[config.mk]
export PLATFORM = sky130hd
export DESIGN_NAME = alarm_time_keeper
export DESIGN_NICKNAME = d
export VERILOG_FILES = /design/src/rtl/alarm_time_keeper.sv
export SDC_FILE = /design/constraint.sdc
export NUM_CORES = 1
export LEC_CHECK = 0
export BUFFER_PORTS_ARGS = -buffer_cell sky130_fd_sc_hd__buf_2
export CAP_MARGIN = 5
export CORE_UTILIZATION = 58
export DETAILED_ROUTE_END_ITERATION = 6
export PLACE_DENSITY = 0.88
export REMOVE_ABC_BUFFERS = 1
export SLEW_MARGIN = 10
export SYNTH_ARGS = -nofsm -noshare
export SYNTH_HDL_FRONTEND = slang
export SYNTH_SLANG_ARGS = --single-unit
[constraint.sdc]
create_clock -name clk -period 2.9 [get_ports clk]
set_input_delay 0.435 -clock clk [delete_from_list [all_inputs] [get_ports clk]]
set_output_delay 0.435 -clock clk [all_outputs]
set_load 0.01 [all_outputs]
[src/rtl/alarm_time_keeper.sv]
// alarm_time_keeper
//   Timebase and time/alarm register block for the alarm clock display driver.
//   Divides clk down to seconds, keeps 24-hour BCD HH:MM time, and lets the
//   user set the time or the alarm using the hour/minute buttons.
//
// Ports
//   clk           system clock, rising edge
//   rst_n         asynchronous active-low reset
//   set_time      level, time-set mode (halts running time)
//   set_alarm     level, alarm-set mode (ignored while set_time is high)
//   inc_hr        button, +1 hour to the selected register on its rising edge
//   inc_min       button, +1 minute to the selected register on its rising edge
//   current_time  BCD {H10,H1,M10,M1}
//   alarm_time    BCD {H10,H1,M10,M1}
//   one_minute    one-cycle pulse, the cycle after current_time rolls a minute
//   sec_tick      one-cycle pulse per elapsed second
module alarm_time_keeper #(
    parameter int unsigned CLKS_PER_SEC = 50000000
) (
    input  logic        clk,
    input  logic        rst_n,
    input  logic        set_time,
    input  logic        set_alarm,
    input  logic        inc_hr,
    input  logic        inc_min,
    output logic [15:0] current_time,
    output logic [15:0] alarm_time,
    output logic        one_minute,
    output logic        sec_tick
);

    localparam int unsigned PW = (CLKS_PER_SEC > 1) ? $clog2(CLKS_PER_SEC) : 1;
    localparam logic [PW-1:0] PRE_LAST = PW'(CLKS_PER_SEC - 1);

    logic [PW-1:0] prescaler;
    logic [5:0]    seconds;
    logic          inc_hr_q;
    logic          inc_min_q;
    logic          roll_pend;

    logic hr_rise;
    logic min_rise;
    logic pre_wrap;
    logic min_roll;

    // BCD minutes +1, 59 -> 00 (no carry out)
    function automatic logic [7:0] next_min(input logic [7:0] m);
        if (m[3:0] == 4'd9)
            return (m[7:4] == 4'd5) ? 8'h00 : {m[7:4] + 4'd1, 4'd0};
        else
            return {m[7:4], m[3:0] + 4'd1};
    endfunction

    // BCD hours +1, 23 -> 00
    function automatic logic [7:0] next_hr(input logic [7:0] h);
        if (h == 8'h23)
            return 8'h00;
        else if (h[3:0] == 4'd9)
            return {h[7:4] + 4'd1, 4'd0};
        else
            return {h[7:4], h[3:0] + 4'd1};
    endfunction

    // Button edit: independent hour and minute steps, minutes never carry
    function automatic logic [15:0] edit(input logic [15:0] t, input logic hr, input logic mn);
        return {hr ? next_hr(t[15:8]) : t[15:8], mn ? next_min(t[7:0]) : t[7:0]};
    endfunction

    always_comb begin
        hr_rise  = inc_hr & ~inc_hr_q;
        min_rise = inc_min & ~inc_min_q;
        pre_wrap = (prescaler == PRE_LAST);
        min_roll = pre_wrap && (seconds == 6'd59);
    end

    always_ff @(posedge clk or negedge rst_n) begin
        if (!rst_n) begin
            prescaler    <= '0;
            seconds      <= '0;
            inc_hr_q     <= 1'b0;
            inc_min_q    <= 1'b0;
            roll_pend    <= 1'b0;
            current_time <= '0;
            alarm_time   <= '0;
            one_minute   <= 1'b0;
            sec_tick     <= 1'b0;
        end else begin
            inc_hr_q  <= inc_hr;
            inc_min_q <= inc_min;
            if (set_time) begin
                prescaler    <= '0;
                seconds      <= '0;
                sec_tick     <= 1'b0;
                one_minute   <= 1'b0;
                roll_pend    <= 1'b0;
                current_time <= edit(current_time, hr_rise, min_rise);
            end else begin
                prescaler <= pre_wrap ? '0 : prescaler + 1'b1;
                sec_tick  <= pre_wrap;
                if (pre_wrap)
                    seconds <= (seconds == 6'd59) ? 6'd0 : seconds + 6'd1;
                // one_minute trails the time update by one cycle via roll_pend
                roll_pend  <= min_roll;
                one_minute <= roll_pend;
                if (min_roll)
                    current_time <= {(current_time[7:0] == 8'h59) ? next_hr(current_time[15:8])
                                                                  : current_time[15:8],
                                     next_min(current_time[7:0])};
                if (set_alarm)
                    alarm_time <= edit(alarm_time, hr_rise, min_rise);
            end
        end
    end

endmodule

# After elaboration in Yosys (flattened, before gate mapping)
# Cells that the tools add are included.
# W data, S select, Z words.
[totals]
input_bits = 6
ramBits = 0
latchBits = 0
mem_bits_ro = 0
mem_count = 0
ff_bits = 69
wordCells = 73
[classes]
n_eq_ne = 13
n_lt_le_gt_ge = 0
n_reduce_logical = 11
bitwise_logic = 5
mux = 21
div = 0
mul = 0
n_addsub = 10
shifts = 0
[op_table]
columns = ["cell", "count"]
rows = [
  ["$mux W8", 10],
  ["$mux W26", 2],
  ["$add A4 B1 Y4 const B", 8],
  ["$mux W16", 2],
  ["$add A26 B1 Y26 const B", 1],
  ["$eq A26 B26 Y1 const B", 1],
  ["$mux W6", 3],
  ["$eq A4 B4 Y1 const B", 4],
  ["$eq A8 B6 Y1 const B", 2],
  ["$reduce_and A3 Y1", 3],
  ["$eq A4 B3 Y1 const B", 2],
  ["$eq A8 B7 Y1 const B", 1],
  ["$reduce_and A4 Y1", 2],
  ["$reduce_bool A2 Y1", 4],
  ["$add A6 B1 Y6 const B", 1],
  ["$eq A6 B6 Y1 const B", 1],
  ["$mux W4", 1],
  ["$ne A2 B1 Y1 const B", 2],
  ["$mux W1", 3],
  ["$not A1 Y1", 3],
  ["$and A1 B1 Y1", 2],
  ["$reduce_and A2 Y1", 1],
  ["$logic_and A1 B1 Y1", 1],
]

# Longest topological paths before layout
[depth]
ltp_word = 6
mapped_depth = 7
ltp_nobuf = 7

# Least setup slack after synthesis
# OpenSTA, ideal clock, no wires.
[synth_path]
path_type = "register -> register"
from = "register prescaler[0]"
to = "register current_time[10]"
arrival_time_ns = 2.364
path_buffers = 1
t_required_ns = 2.773
setup_slack_ns = 0.408
path_stages_with_launch = 8
setup_ns = 0.127
path_cell_list = "dfrtp_1 ha_1 nand3_2 or4_4 or4_1 buf_2 a21boi_2 mux2_1"
[synth_between]
elab_chain_cells = 4
[synth_lines]
columns = ["element", "line_no", "rtl"]
rows = [
  ["from (decl)", "35", "logic [PW-1:0] prescaler;"],
  ["from (signal assigned)", "98", "prescaler <= pre_wrap ? '0 : prescaler + 1'b1;"],
  ["$eq A26 B26 Y1", "72", "pre_wrap = (prescaler == PRE_LAST);"],
  ["$logic_and A1 B1 Y1", "73", "min_roll = pre_wrap && (seconds == 6'd59);"],
  ["$reduce_bool A2 Y1 (no source line)", "n/a", ""],
  ["$reduce_and A3 Y1 (no source line)", "n/a", ""],
  ["to (signal assigned)", "96", "current_time <= edit(current_time, hr_rise, min_rise);"],
  ["to (decl)", "26", "output logic [15:0] current_time,"],
]
# No other way between the ends.
# A chain may end at the register's enable or synchronous reset.

# Worst setup path in the final report
# Ends and elaborated chain as after synthesis.

==> key figures <==
Detailed routing
  – Via/cell ratio: 5.89
  – Total Wirelength: 7420 um
  – Metal2 WL: 3680 um
  – Max layer used: met4
  – Met3 routed WL: 270 um
  – Post-detailed-route count of antenna-violating nets: 0
  – Post-DR wirelength/cell: 15.3 um
  – Via count: 2850
  – # DRC: 1
  – DRT met1 WL: 3360 um
  – DR iter-0 viols: 187
  – Pre-Repair DR Iteration Count: 6

CTS
  – CTS Buf Count: 9
  – Cts hold-fix bufs: 0
  – CTS Buffer Depth: 2
  – CTS root buf: clkbuf_8
  – Worst skew pair latency: 0.35 ns
  – CTS sink count: 69
  – Post-CTS Setup Bufs: 0
  – PostCTS Resize Cnt: 0
  – CTS tree: built
  – H-Tree Depth: 3
  – Reg clk slew, reported paths: 0.07 ns

Finish
  – FILL cells: 450
  – Register Area: 1730 um2
  – Multi-input gate area: 1720 um2
  – Nets: 420
  – Design Area, Final: 4060 um2
  – Area delta synth->final: 14.4%
  – Antenna cell count: 0
  – Layout cells sized above 1: 17.8%

GRT
  – First-pass GRT wire length: 12400 um
  – Largest net degree at the start of global routing: 42
  – GRT Util Overall: 25.3%
  – Number of global-route vias before repair: 2695
  – Overflow after GRT: 0
  – Initial antenna violation count: 0

Floorplanning
  – Core ar.: 5920 um2
  – Rows: 28
  – Die ar.: 6430 um2
  – Initial Util: 59.9%
  – Die H: 80.2 um
  – Die Wd: 80.2 um
  – Io pins: 40

Power and ir drop
  – PwrDens: 699 nW/um2
  – Peak supply drop: 0.495 mV
  – Overall power: 2.83 mW
  – Leakage Power: 1.75 nW

Worst setup path
  – Crit path capture type: register
  – Required @ worst endpoint: 3.13 ns
  – Crit Path Max Fanout: 9
  – Worst EP arrival: 2.96 ns
  – Type of the worst setup path: register to register
  – Type of origin of the critical path: register

Yosys
  – Synth unique cells: 57
  – EDFF count, synth: 0
  – Synthesized flop and latch total: 69
  – Synthesized area: 3550 um2
  – YS warnings: 0
  – Post-Syn Area per Cell: 9.88 um2
  – Ys async rst share: 100%
  – Mapped Cells: 359
  – Share of the yosys chip area belonging to registers: 48.7%
  – Primary FF master, synth: dfrtp_1

Placement
  – Hpwl dp: 5010 um
  – Area after DPL: 3840 um2
  – Routability cong.: 0.794
  – Port Buffers: 39

Timing
  – Fmax: 367 MHz
  – Final clock skew: 0.00903 ns
  – Part of the cycle the worst path needs: 94.0%
  – Tmin final: 2.73 ns
  – Final setup TNS: 0 ns
  – Slew Limit Headroom: 54.0%
  – Final Setup Violations: 0
  – Fin. Hold Viols: 0
  – Worst Max-Slew Pin Slew: 0.684 ns
  – Slew Viols, Final: 0
  – RSZ-0062 raised after global routing: no

Run
  – Max-capacitance violation count: 0

Worst hold path
  – Min-delay worst type: primary input to asynchronous set/reset pin

Outcome
  – Failing checks: design-rule violations
  – Status: finished, violations left
-- logic make-up after synthesis --
kind of cell / synth area share [%]
AOI/OAI and AO/OA: 9.74
xor gates and xnor gates: 7.66
adders and majority gates: 3.53
buffers and inverters: 2.72
DFF: 48.7
muxes: 2.47
and+or+nand+nor: 25.2
-- critical path, cell delays in order, from the launching register on --
cell and delay (ns):
dfrtp_1 0.41, ha_1 0.25, nand3_2 0.13, or4_4 0.59
or4_1 0.71, a21boi_2 0.21, mux2_1 0.32
-- area by class of cell --
type | instances | share of cell area (%)
tap | 75 | 2.31
multi-input combinational | 265 | 42.5
clock inverter | 6 | 2.16
timing repair buffer | 43 | 5.86
inverter | 16 | 1.48
clock buffer | 10 | 3.15
sequential | 69 | 42.6
-- synth_stat cells, types with 2 or more instances --
cell type,n,area (um2)
o21ai_0,18,90.1
o31ai_1,2,15.0
nand3b_1,2,15.0
nor3_1,9,45.0
clkbuf_1,5,18.8
nor2b_1,6,37.5
dfrtp_1,69,1730
nand2b_1,4,25.0
buf_1,2,7.51
buf_2,2,10.0
o211ai_1,3,22.5
inv_1,16,60.1
nor3b_1,4,30.0
or3_1,5,31.3
or4_1,2,15.0
xnor2_1,17,149
o22ai_1,2,12.5
nor4b_1,4,35.0
a21oi_1,8,40.0
nor4_1,8,50.1
mux2_2,5,56.3
mux2i_1,2,20.0
o221ai_1,2,17.5
nor2_1,39,146
o21a_1,2,15.0
and2_1,2,12.5
nand3_1,23,115
and3_1,8,50.1
nand4_1,8,50.1
ha_1,10,125
nand2_1,27,101
o2bb2ai_1,3,26.3
xor2_1,14,123
or2_2,3,18.8
-- power breakdown --
part / switching (mW) / total [mW] / internal (mW)
registers: 0.216 / 1.32 / 1.10
logic: 0.351 / 0.657 / 0.306
clock network: 0.377 / 0.860 / 0.483
total: 0.945 / 2.83 / 1.89
-- layer usage --
layer,vias to the layer above,GRT usage (%)
met5,-,0
met4,0,10.9
met3,13,4.55
met2,68,39.8
met1,1399,34.4
li1,1370,-
-- per-stage QoR --
| stage | util, % | setup slack (ns) | hold slack, ns | std cells |
|---|---|---|---|---|
| after floorplan | - | -0.368 | 0.139 | 350 |
| after global placement | 64.9 | 0.269 | 0.443 | 468 |
| after detailed placement | 64.9 | 0.189 | 0.477 | 468 |
| after CTS | 68.5 | 0.181 | 0.134 | 484 |
| after global routing | 68.5 | 0.0347 | 0.165 | 484 |
| final | 68.5 | 0.175 | 0.114 | 484 |
-- state kept, by name (all words and copies together) (netlist names) --
signal,cells
alarm_time,16
current_time,16
inc_hr_q,1
inc_min_q,1
one_minute,1
prescaler,26
roll_pend,1
sec_tick,1
seconds,6
-- worst paths after layout --
kind | startpoint | endpoint | slack, ns | cells after the start
min | rst_n | alarm_time[11] | 0.11 | 1
max in group asynchronous | rst_n | prescaler[14] | 2.13 | 2
min in group clk | inc_hr | inc_hr_q | 0.20 | 1
max reg2reg | prescaler[0] | current_time[10] | 0.17 | 6
max | prescaler[0] | current_time[10] | 0.17 | 6
min reg2reg | roll_pend | one_minute | 0.50 | 1
-- layout by cell type (no fill, tap or decap), types with 3 or more instances in the layout --
cell and instances:
dfrtp_1 69, nor2_1 39, buf_2 39, nand2_1 27, nand3_1 23, xnor2_1 17
o21ai_0 17, inv_1 16, xor2_1 14, ha_1 10, nor3_1 9, clkbuf_8 9
nor4_1 8, nand4_1 8, and3_1 8, a21oi_1 8, nor2b_1 6, or3_1 5
mux2_2 5, nor4b_1 4, nor3b_1 4, nand2b_1 4, or2_2 3, o2bb2ai_1 3
o211ai_1 3, clkinvlp_4 3, buf_4 3
No activity file was read; power rests on OpenSTA's default activity.
